--- src/rtl/serial_tx_pkg.sv ---
// Shared definitions for the serial transmitter: flit field sizes and FSM state encoding.
// Optional feature macro: SERIAL_TX_PARITY_EN (adds the PAR state and one even-parity bit).
package serial_tx_pkg;

  localparam int unsigned HdrSz  = 8;
  localparam int unsigned PlSz   = 8;
  localparam int unsigned AddrSz = 4;
  localparam int unsigned FlitSz = HdrSz + PlSz + AddrSz;

  typedef enum logic [2:0] {
    StIdle   = 3'd0,
    StWaitCh = 3'd1,
    StData   = 3'd2,
`ifdef SERIAL_TX_PARITY_EN
    StPar    = 3'd3,
`endif
    StGap    = 3'd4
  } tx_state_e;

  // Even parity over a whole flit.
  function automatic logic even_parity(logic [FlitSz-1:0] flit);
    return ^flit;
  endfunction

endpackage

--- src/rtl/serial_tx_if.sv ---
// Producer/channel-facing signal bundle of the serial transmitter.
// master: environment side (producer + downstream status); slave: the transmitter.
interface serial_tx_if;
  import serial_tx_pkg::*;

  logic [FlitSz-1:0] parallel_in;
  logic              req;
  logic              busy;
  logic              channel_busy;
  logic              serial_out;

  modport master (
    output parallel_in,
    output req,
    output channel_busy,
    input  busy,
    input  serial_out
  );

  modport slave (
    input  parallel_in,
    input  req,
    input  channel_busy,
    output busy,
    output serial_out
  );

endinterface

--- src/rtl/serial_tx_shreg.sv ---
// W-bit load / shift-right register with a bit counter; done_o flags that the bit
// currently in position 0 is the last one of the frame.
module serial_tx_shreg #(
  parameter int unsigned W = 20
) (
  input  logic         clk,
  input  logic         reset,
  input  logic         load_i,
  input  logic [W-1:0] data_i,
  input  logic         shift_i,
  output logic         bit_o,
  output logic         done_o
);

  localparam int unsigned CntW = $clog2(W + 1);

  logic [W-1:0]    shreg_d, shreg_q;
  logic [CntW-1:0] cnt_d, cnt_q;

  // Load restarts the count; each shift consumes the LSB.
  always_comb begin
    shreg_d = shreg_q;
    cnt_d   = cnt_q;
    if (load_i) begin
      shreg_d = data_i;
      cnt_d   = '0;
    end else if (shift_i) begin
      shreg_d = shreg_q >> 1;
      cnt_d   = cnt_q + 1'b1;
    end
  end

  // Register and counter state.
  always_ff @(posedge clk or posedge reset) begin
    if (reset) begin
      shreg_q <= '0;
      cnt_q   <= '0;
    end else begin
      shreg_q <= shreg_d;
      cnt_q   <= cnt_d;
    end
  end

  assign bit_o  = shreg_q[0];
  assign done_o = (cnt_q == CntW'(W - 1));

endmodule

--- src/rtl/serial_tx.sv ---
// Parallel-to-serial flit transmitter: start bit, W data bits LSB first, optional
// even-parity bit, then gap_cycles idle-low cycles before the next flit is accepted.
// Optional feature macro: SERIAL_TX_PARITY_EN.
module serial_tx
  import serial_tx_pkg::*;
#(
  parameter int          id         = -1,
  parameter int unsigned gap_cycles = 1
) (
  input logic       clk,
  input logic       reset,
  serial_tx_if.slave bus
);

  localparam logic [3:0] GapLast = 4'(gap_cycles - 1);

  tx_state_e  state_d, state_q;
  logic       busy_d, busy_q;
  logic       serial_out_d, serial_out_q;
  logic [3:0] gap_cnt_d, gap_cnt_q;
  logic       load, shift;
  logic       sh_bit, sh_done;
  logic       accept;
`ifdef SERIAL_TX_PARITY_EN
  logic       parity_d, parity_q;
`endif

  // busy is only low in IDLE, so this is the handover condition.
  assign accept = (state_q == StIdle) && !busy_q && bus.req;

  serial_tx_shreg #(
    .W(FlitSz)
  ) u_shreg (
    .clk    (clk),
    .reset  (reset),
    .load_i (load),
    .data_i (bus.parallel_in),
    .shift_i(shift),
    .bit_o  (sh_bit),
    .done_o (sh_done)
  );

  // Next-state, handshake and serial line logic.
  always_comb begin
    state_d      = state_q;
    busy_d       = busy_q;
    serial_out_d = serial_out_q;
    gap_cnt_d    = gap_cnt_q;
    load         = 1'b0;
    shift        = 1'b0;
`ifdef SERIAL_TX_PARITY_EN
    parity_d     = parity_q;
`endif
    case (state_q)
      StIdle: begin
        if (busy_q) begin
          // First edge after reset release opens the handshake.
          busy_d = 1'b0;
        end else if (bus.req) begin
          load   = 1'b1;
          busy_d = 1'b1;
`ifdef SERIAL_TX_PARITY_EN
          parity_d = even_parity(bus.parallel_in);
`endif
          if (!bus.channel_busy) begin
            serial_out_d = 1'b1;
            state_d      = StData;
          end else begin
            state_d = StWaitCh;
          end
        end
      end
      StWaitCh: begin
        if (!bus.channel_busy) begin
          serial_out_d = 1'b1;
          state_d      = StData;
        end
      end
      StData: begin
        serial_out_d = sh_bit;
        shift        = 1'b1;
        if (sh_done) begin
          gap_cnt_d = '0;
`ifdef SERIAL_TX_PARITY_EN
          state_d = StPar;
`else
          state_d = StGap;
`endif
        end
      end
`ifdef SERIAL_TX_PARITY_EN
      StPar: begin
        serial_out_d = parity_q;
        gap_cnt_d    = '0;
        state_d      = StGap;
      end
`endif
      StGap: begin
        serial_out_d = 1'b0;
        if (gap_cnt_q == GapLast) begin
          busy_d  = 1'b0;
          state_d = StIdle;
        end else begin
          gap_cnt_d = gap_cnt_q + 4'd1;
        end
      end
      default: begin
        serial_out_d = 1'b0;
        state_d      = StIdle;
      end
    endcase
  end

  // State register; reset aborts any frame in flight.
  always_ff @(posedge clk or posedge reset) begin
    if (reset) begin
      state_q      <= StIdle;
      busy_q       <= 1'b1;
      serial_out_q <= 1'b0;
      gap_cnt_q    <= '0;
`ifdef SERIAL_TX_PARITY_EN
      parity_q     <= 1'b0;
`endif
    end else begin
      state_q      <= state_d;
      busy_q       <= busy_d;
      serial_out_q <= serial_out_d;
      gap_cnt_q    <= gap_cnt_d;
`ifdef SERIAL_TX_PARITY_EN
      parity_q     <= parity_d;
`endif
    end
  end

  assign bus.busy       = busy_q;
  assign bus.serial_out = serial_out_q;

`ifndef SYNTHESIS
  // Per-flit trace line for instances given an id.
  always @(posedge clk) begin
    if (!reset && accept && (id != -1)) begin
      $display("##,tx,%0d,%0h", id, bus.parallel_in[FlitSz-1 -: HdrSz]);
    end
  end
`endif

endmodule

--- src/flat_wrapper.sv ---
// flat-port wrapper written by rule: the top's interface ports become plain ports
module serial_tx_flat import serial_tx_pkg::*;
#(
  parameter int          id         = -1,
  parameter int unsigned gap_cycles = 1
)
  (clk, reset, bus_parallel_in, bus_req, bus_channel_busy, bus_busy, bus_serial_out);
  serial_tx_if bus_i ();
  input logic clk;
  input logic reset;
  input wire logic [$bits(bus_i.parallel_in)-1:0] bus_parallel_in;
  input wire logic [$bits(bus_i.req)-1:0] bus_req;
  input wire logic [$bits(bus_i.channel_busy)-1:0] bus_channel_busy;
  output wire logic [$bits(bus_i.busy)-1:0] bus_busy;
  output wire logic [$bits(bus_i.serial_out)-1:0] bus_serial_out;
  assign bus_i.parallel_in = bus_parallel_in;
  assign bus_i.req = bus_req;
  assign bus_i.channel_busy = bus_channel_busy;
  assign bus_busy = bus_i.busy;
  assign bus_serial_out = bus_i.serial_out;
  serial_tx #(.id(id), .gap_cycles(gap_cycles)) u_core (.clk(clk), .reset(reset), .bus(bus_i));
endmodule
--- config.mk ---
export PLATFORM = sky130hd
export DESIGN_NAME = serial_tx_flat
export DESIGN_NICKNAME = d
export VERILOG_FILES = /design/src/rtl/serial_tx_pkg.sv /design/src/rtl/serial_tx_if.sv /design/src/rtl/serial_tx_shreg.sv /design/src/rtl/serial_tx.sv /design/src/flat_wrapper.sv
export SDC_FILE = /design/constraint.sdc
export NUM_CORES = 1
export LEC_CHECK = 0
export ABC_AREA = 1
export BUFFER_PORTS_ARGS = -buffer_cell sky130_fd_sc_hd__buf_2
export CORE_MARGIN = 2
export CORE_UTILIZATION = 45
export CTS_BUF_LIST = sky130_fd_sc_hd__clkbuf_2
export CTS_CLUSTER_DIAMETER = 40
export DETAILED_ROUTE_END_ITERATION = 10
export PLACE_DENSITY = 0.65
export RECOVER_POWER = 25
export SLEW_MARGIN = 0
export SYNTH_ARGS = -nofsm -noshare
export SYNTH_HDL_FRONTEND = slang
export SYNTH_SLANG_ARGS = --single-unit
--- constraint.sdc ---
create_clock -name clk -period 1.7 [get_ports clk]
set_input_delay 0.255 -clock clk [delete_from_list [all_inputs] [get_ports clk]]
set_output_delay 0.255 -clock clk [all_outputs]
set_load 0.05 [all_outputs]
==> results.md <==
* Number of fillers in the final layout at 346
* Vias in the first global route at 1,203
* Type of the tightest min-delay check: in -> reg
* Height of the die at 65.8 um
* Pin count of the biggest net entering global routing at 35
* Leakage at 1.03 nW
* Synth-to-layout area growth at 13.0%
* Final RePlAce weighted congestion at 0.753
* Clock tree from TritonCTS: yes
* NumNets Final at 271
* Arrival time at the worst endpoint at 1180 ps
* Yosys warnings at 0
* Number of buffers created by CTS at 5
* Instance count of the mapped netlist at 212
* Fraction of layout cells with a size suffix above 1 at 0.200
* Routed wire length per instance at 10.9 um
* Max frequency at 697 MHz
* Fin. Hold Viols at 0
* Area of the core at 3660 um2
* Flop and latch count out of synthesis at 34
* GR Overflow Total at 0
* Global-route usage over all layers at 0.161
* Placed wire-length estimate at 2230 um
* Initial detailed-routing violation count at 85
* Final period demand of the worst path at 1440 ps
* Site Rows at 22
* Total I/O pin count at 26
* Die area at 4330 um2
* Global-route wire length before repair at 5250 um
* Area fraction in compound gates after synthesis at 0.0306
* Root buf cell: sky130_fd_sc_hd__clkbuf_2
* Routed length on met3 at 144 um
* Number of antenna repair diodes at 0
* Drt first pass iters at 5
* Worst Path Required at 1440 ps
* Buf+Inv Stages, Crit Path at 1
* Post-Synthesis Net Count at 239
* Number of port buffers at 25
* Die Span X at 65.8 um
* Result of the run: complete, no violations
* Fraction of the mapped netlist area in simple logic gates at 0.363
* Total DRC errors in the routed layout at 0
* Number of pins exceeding their max-slew limit in the final report at 0
* Vias per Instance at 4.87
* TritonCTS Sinks at 34
* Worst Max-Slew Pin Slew at 821 ps
* Critical-path maximum fanout at 2
* Number of vias after detailed routing at 1,426
* Family with the most delay on the worst path: flip-flops
* Critical-path top delay cell: sky130_fd_sc_hd__dfstp_2
* Clock Pin Slew Worst Setup and Hold Paths at 170 ps
* Number of H-tree levels at 2
* # Post-CTS Setup Buffers at 0
* Endpoint class of the critical path: output port
* Wire length the detailed router placed on met1 at 1580 um
* Remaining antenna violation count at 0
* Crit share post-route at 0.845
* Adder-cell area share of the yosys netlist at 0.0219
* Critical Path Source Type: register
* Worst slew slack as a fraction of its limit at 0.453
* Final total power at 3.44 mW
* Worst-path cell chain: buf_2
* Post-synthesis cell type count at 18
* Worst Setup Path Type: reg -> out
* Largest buffer count on any clock path at 2
* XOR/XNOR Fraction of Synth Area at 0.00510
* Mean instance size in the synthesized netlist at 8.10 um2
* Unrepaired setup endpoints after global routing: no
* Total of endpoints with negative setup slack in the final report at 0
* Largest stage delay, worst path at 560 ps
* FF/Latch Area at 852 um2
* Mux cell area share after synthesis at 0
* Setup clock skew after layout at 17.1 ps
* Initial standard-cell utilization of the core at 0.469
* Setup Total Neg Slack at 0 ps
* Multi-input gate area in the final layout at 722 um2
* Sequential-to-total area share from yosys stat at 0.496
* Netlist area before placement at 1720 um2
* Maximum VDD drop at 0.804 mV
* Routed wire length at 3180 um
* Largest family of logic cells by synthesized area: simple AND/OR/NAND/NOR gates
* Highest metal layer with signal wires: met4
* Clock latency at the later pin of the worst-skew pair at 370 ps
* Max_cap viols at 0
* Power per cell area at 1770 nW/um2
* Initial antenna violation count at 0
* Routed wl met2 at 1420 um
[area by class of cell]
| cell class | instances | area share |
|---|---|---|
| well taps | 48 | 0.0309 |
| flip-flops and latches | 34 | 0.439 |
| clock buffers | 7 | 0.0181 |
| repair buffers | 32 | 0.0916 |
| clock inverters | 1 | 0.0155 |
| inverters | 17 | 0.0329 |
| multi-input cells | 154 | 0.372 |
[cell usage in the layout (no fill, tap or decap)]
| master | instances |
|---|---|
| sky130_fd_sc_hd__xnor2_1 | 1 |
| sky130_fd_sc_hd__nand4_1 | 5 |
| sky130_fd_sc_hd__o21ai_0 | 4 |
| sky130_fd_sc_hd__o21bai_1 | 1 |
| sky130_fd_sc_hd__a21oi_1 | 5 |
| sky130_fd_sc_hd__bufinv_16 | 1 |
| sky130_fd_sc_hd__nor2_4 | 3 |
| sky130_fd_sc_hd__nor2_1 | 7 |
| sky130_fd_sc_hd__inv_2 | 2 |
| sky130_fd_sc_hd__nand2_1 | 90 |
| sky130_fd_sc_hd__dfstp_2 | 1 |
| sky130_fd_sc_hd__clkbuf_2 | 8 |
| sky130_fd_sc_hd__nand3_1 | 31 |
| sky130_fd_sc_hd__ha_1 | 3 |
| sky130_fd_sc_hd__dlygate4sd3_1 | 1 |
| sky130_fd_sc_hd__nand2_2 | 1 |
| sky130_fd_sc_hd__inv_1 | 15 |
| sky130_fd_sc_hd__nand2_4 | 2 |
| sky130_fd_sc_hd__nand3_2 | 1 |
| sky130_fd_sc_hd__buf_2 | 25 |
| sky130_fd_sc_hd__dfrtp_1 | 33 |
| sky130_fd_sc_hd__buf_4 | 5 |
[where the power goes]
part	switching, mW	leakage (nW)	internal [mW]	total (mW)
clock network	0.271	0.0432	0.262	0.533
registers	0.247	0.433	1.16	1.41
logic	0.955	0.555	0.546	1.50
[layer usage]
layer,global-route usage,vias to the layer above
met5,0,-
met1,0.213,656
met4,0.0781,0
met3,0.0428,4
li1,-,738
met2,0.242,28
[path summary, 6_finish.rpt]
path	startpoint	endpoint	slack, ps	cells past startpoint
setup / recovery	u_core.bus.busy	bus_busy	260	1
hold / removal	bus_parallel_in[19]	u_core.u_shreg.shreg_q[19]	60	3
setup reg to reg	u_core.state_q[2]	u_core.u_shreg.shreg_q[17]	340	6
hold reg to reg	u_core.u_shreg.shreg_q[19]	u_core.u_shreg.shreg_q[19]	500	2
max in group asynchronous	reset	u_core.u_shreg.cnt_q[3]	550	4
min in group asynchronous	reset	u_core.u_shreg.shreg_q[14]	630	4
[registers in the layout (all words and copies together), names as in the netlist]
register and cells:
u_core.gap_cnt_q 4, u_core.bus.busy 1, u_core.u_shreg.shreg_q 20, u_core.bus.serial_out 1
u_core.state_q 3, u_core.u_shreg.cnt_q 5
[cells by family (layout without fill, tap and decap cells)]
family / count (synthesis) / in the layout
DFF: 34 / 34
buffers and inverters: 24 / 57
and+or+nand+nor: 140 / 140
adders and majority gates: 3 / 3
AOI/OAI and AO/OA: 10 / 10
xor gates and xnor gates: 1 / 1
[Yosys cell counts]
cell / count / area, um2
sky130_fd_sc_hd__dfstp_2: 1 / 26.3
sky130_fd_sc_hd__xnor2_1: 1 / 8.76
sky130_fd_sc_hd__nand2_1: 90 / 338
sky130_fd_sc_hd__nand2_2: 1 / 6.26
sky130_fd_sc_hd__a21oi_1: 5 / 25.0
sky130_fd_sc_hd__nand2_4: 2 / 22.5
sky130_fd_sc_hd__nor2_1: 7 / 26.3
sky130_fd_sc_hd__o21ai_0: 4 / 20.0
sky130_fd_sc_hd__nor2_4: 3 / 33.8
sky130_fd_sc_hd__inv_1: 15 / 56.3
sky130_fd_sc_hd__inv_2: 2 / 7.51
sky130_fd_sc_hd__nand3_1: 31 / 155
sky130_fd_sc_hd__ha_1: 3 / 37.5
sky130_fd_sc_hd__buf_6: 7 / 78.8
sky130_fd_sc_hd__nand3_2: 1 / 10.0
sky130_fd_sc_hd__dfrtp_1: 33 / 826
sky130_fd_sc_hd__nand4_1: 5 / 31.3
sky130_fd_sc_hd__o21bai_1: 1 / 7.51
[per-stage QoR]
stage	worst slack (ps)	area [um2]	util	hold WS, ps	std cells
5_1_grt	196	1940	0.530	46.9	293
4_1_cts	240	1940	0.531	43.1	293
3_5_place_dp	362	1870	0.510	376	284
6_report	264	1940	0.530	64.7	293
3_3_place_gp	357	1870	0.510	376	284
2_1_floorplan	322	1720	-	372	212
[repair_timing]
action,4_1_cts,5_1_grt
hold endpoints to repair,33,0
hold buffers,1,0
gates resized for setup,0,0
(Power assumes the default switching activity.)
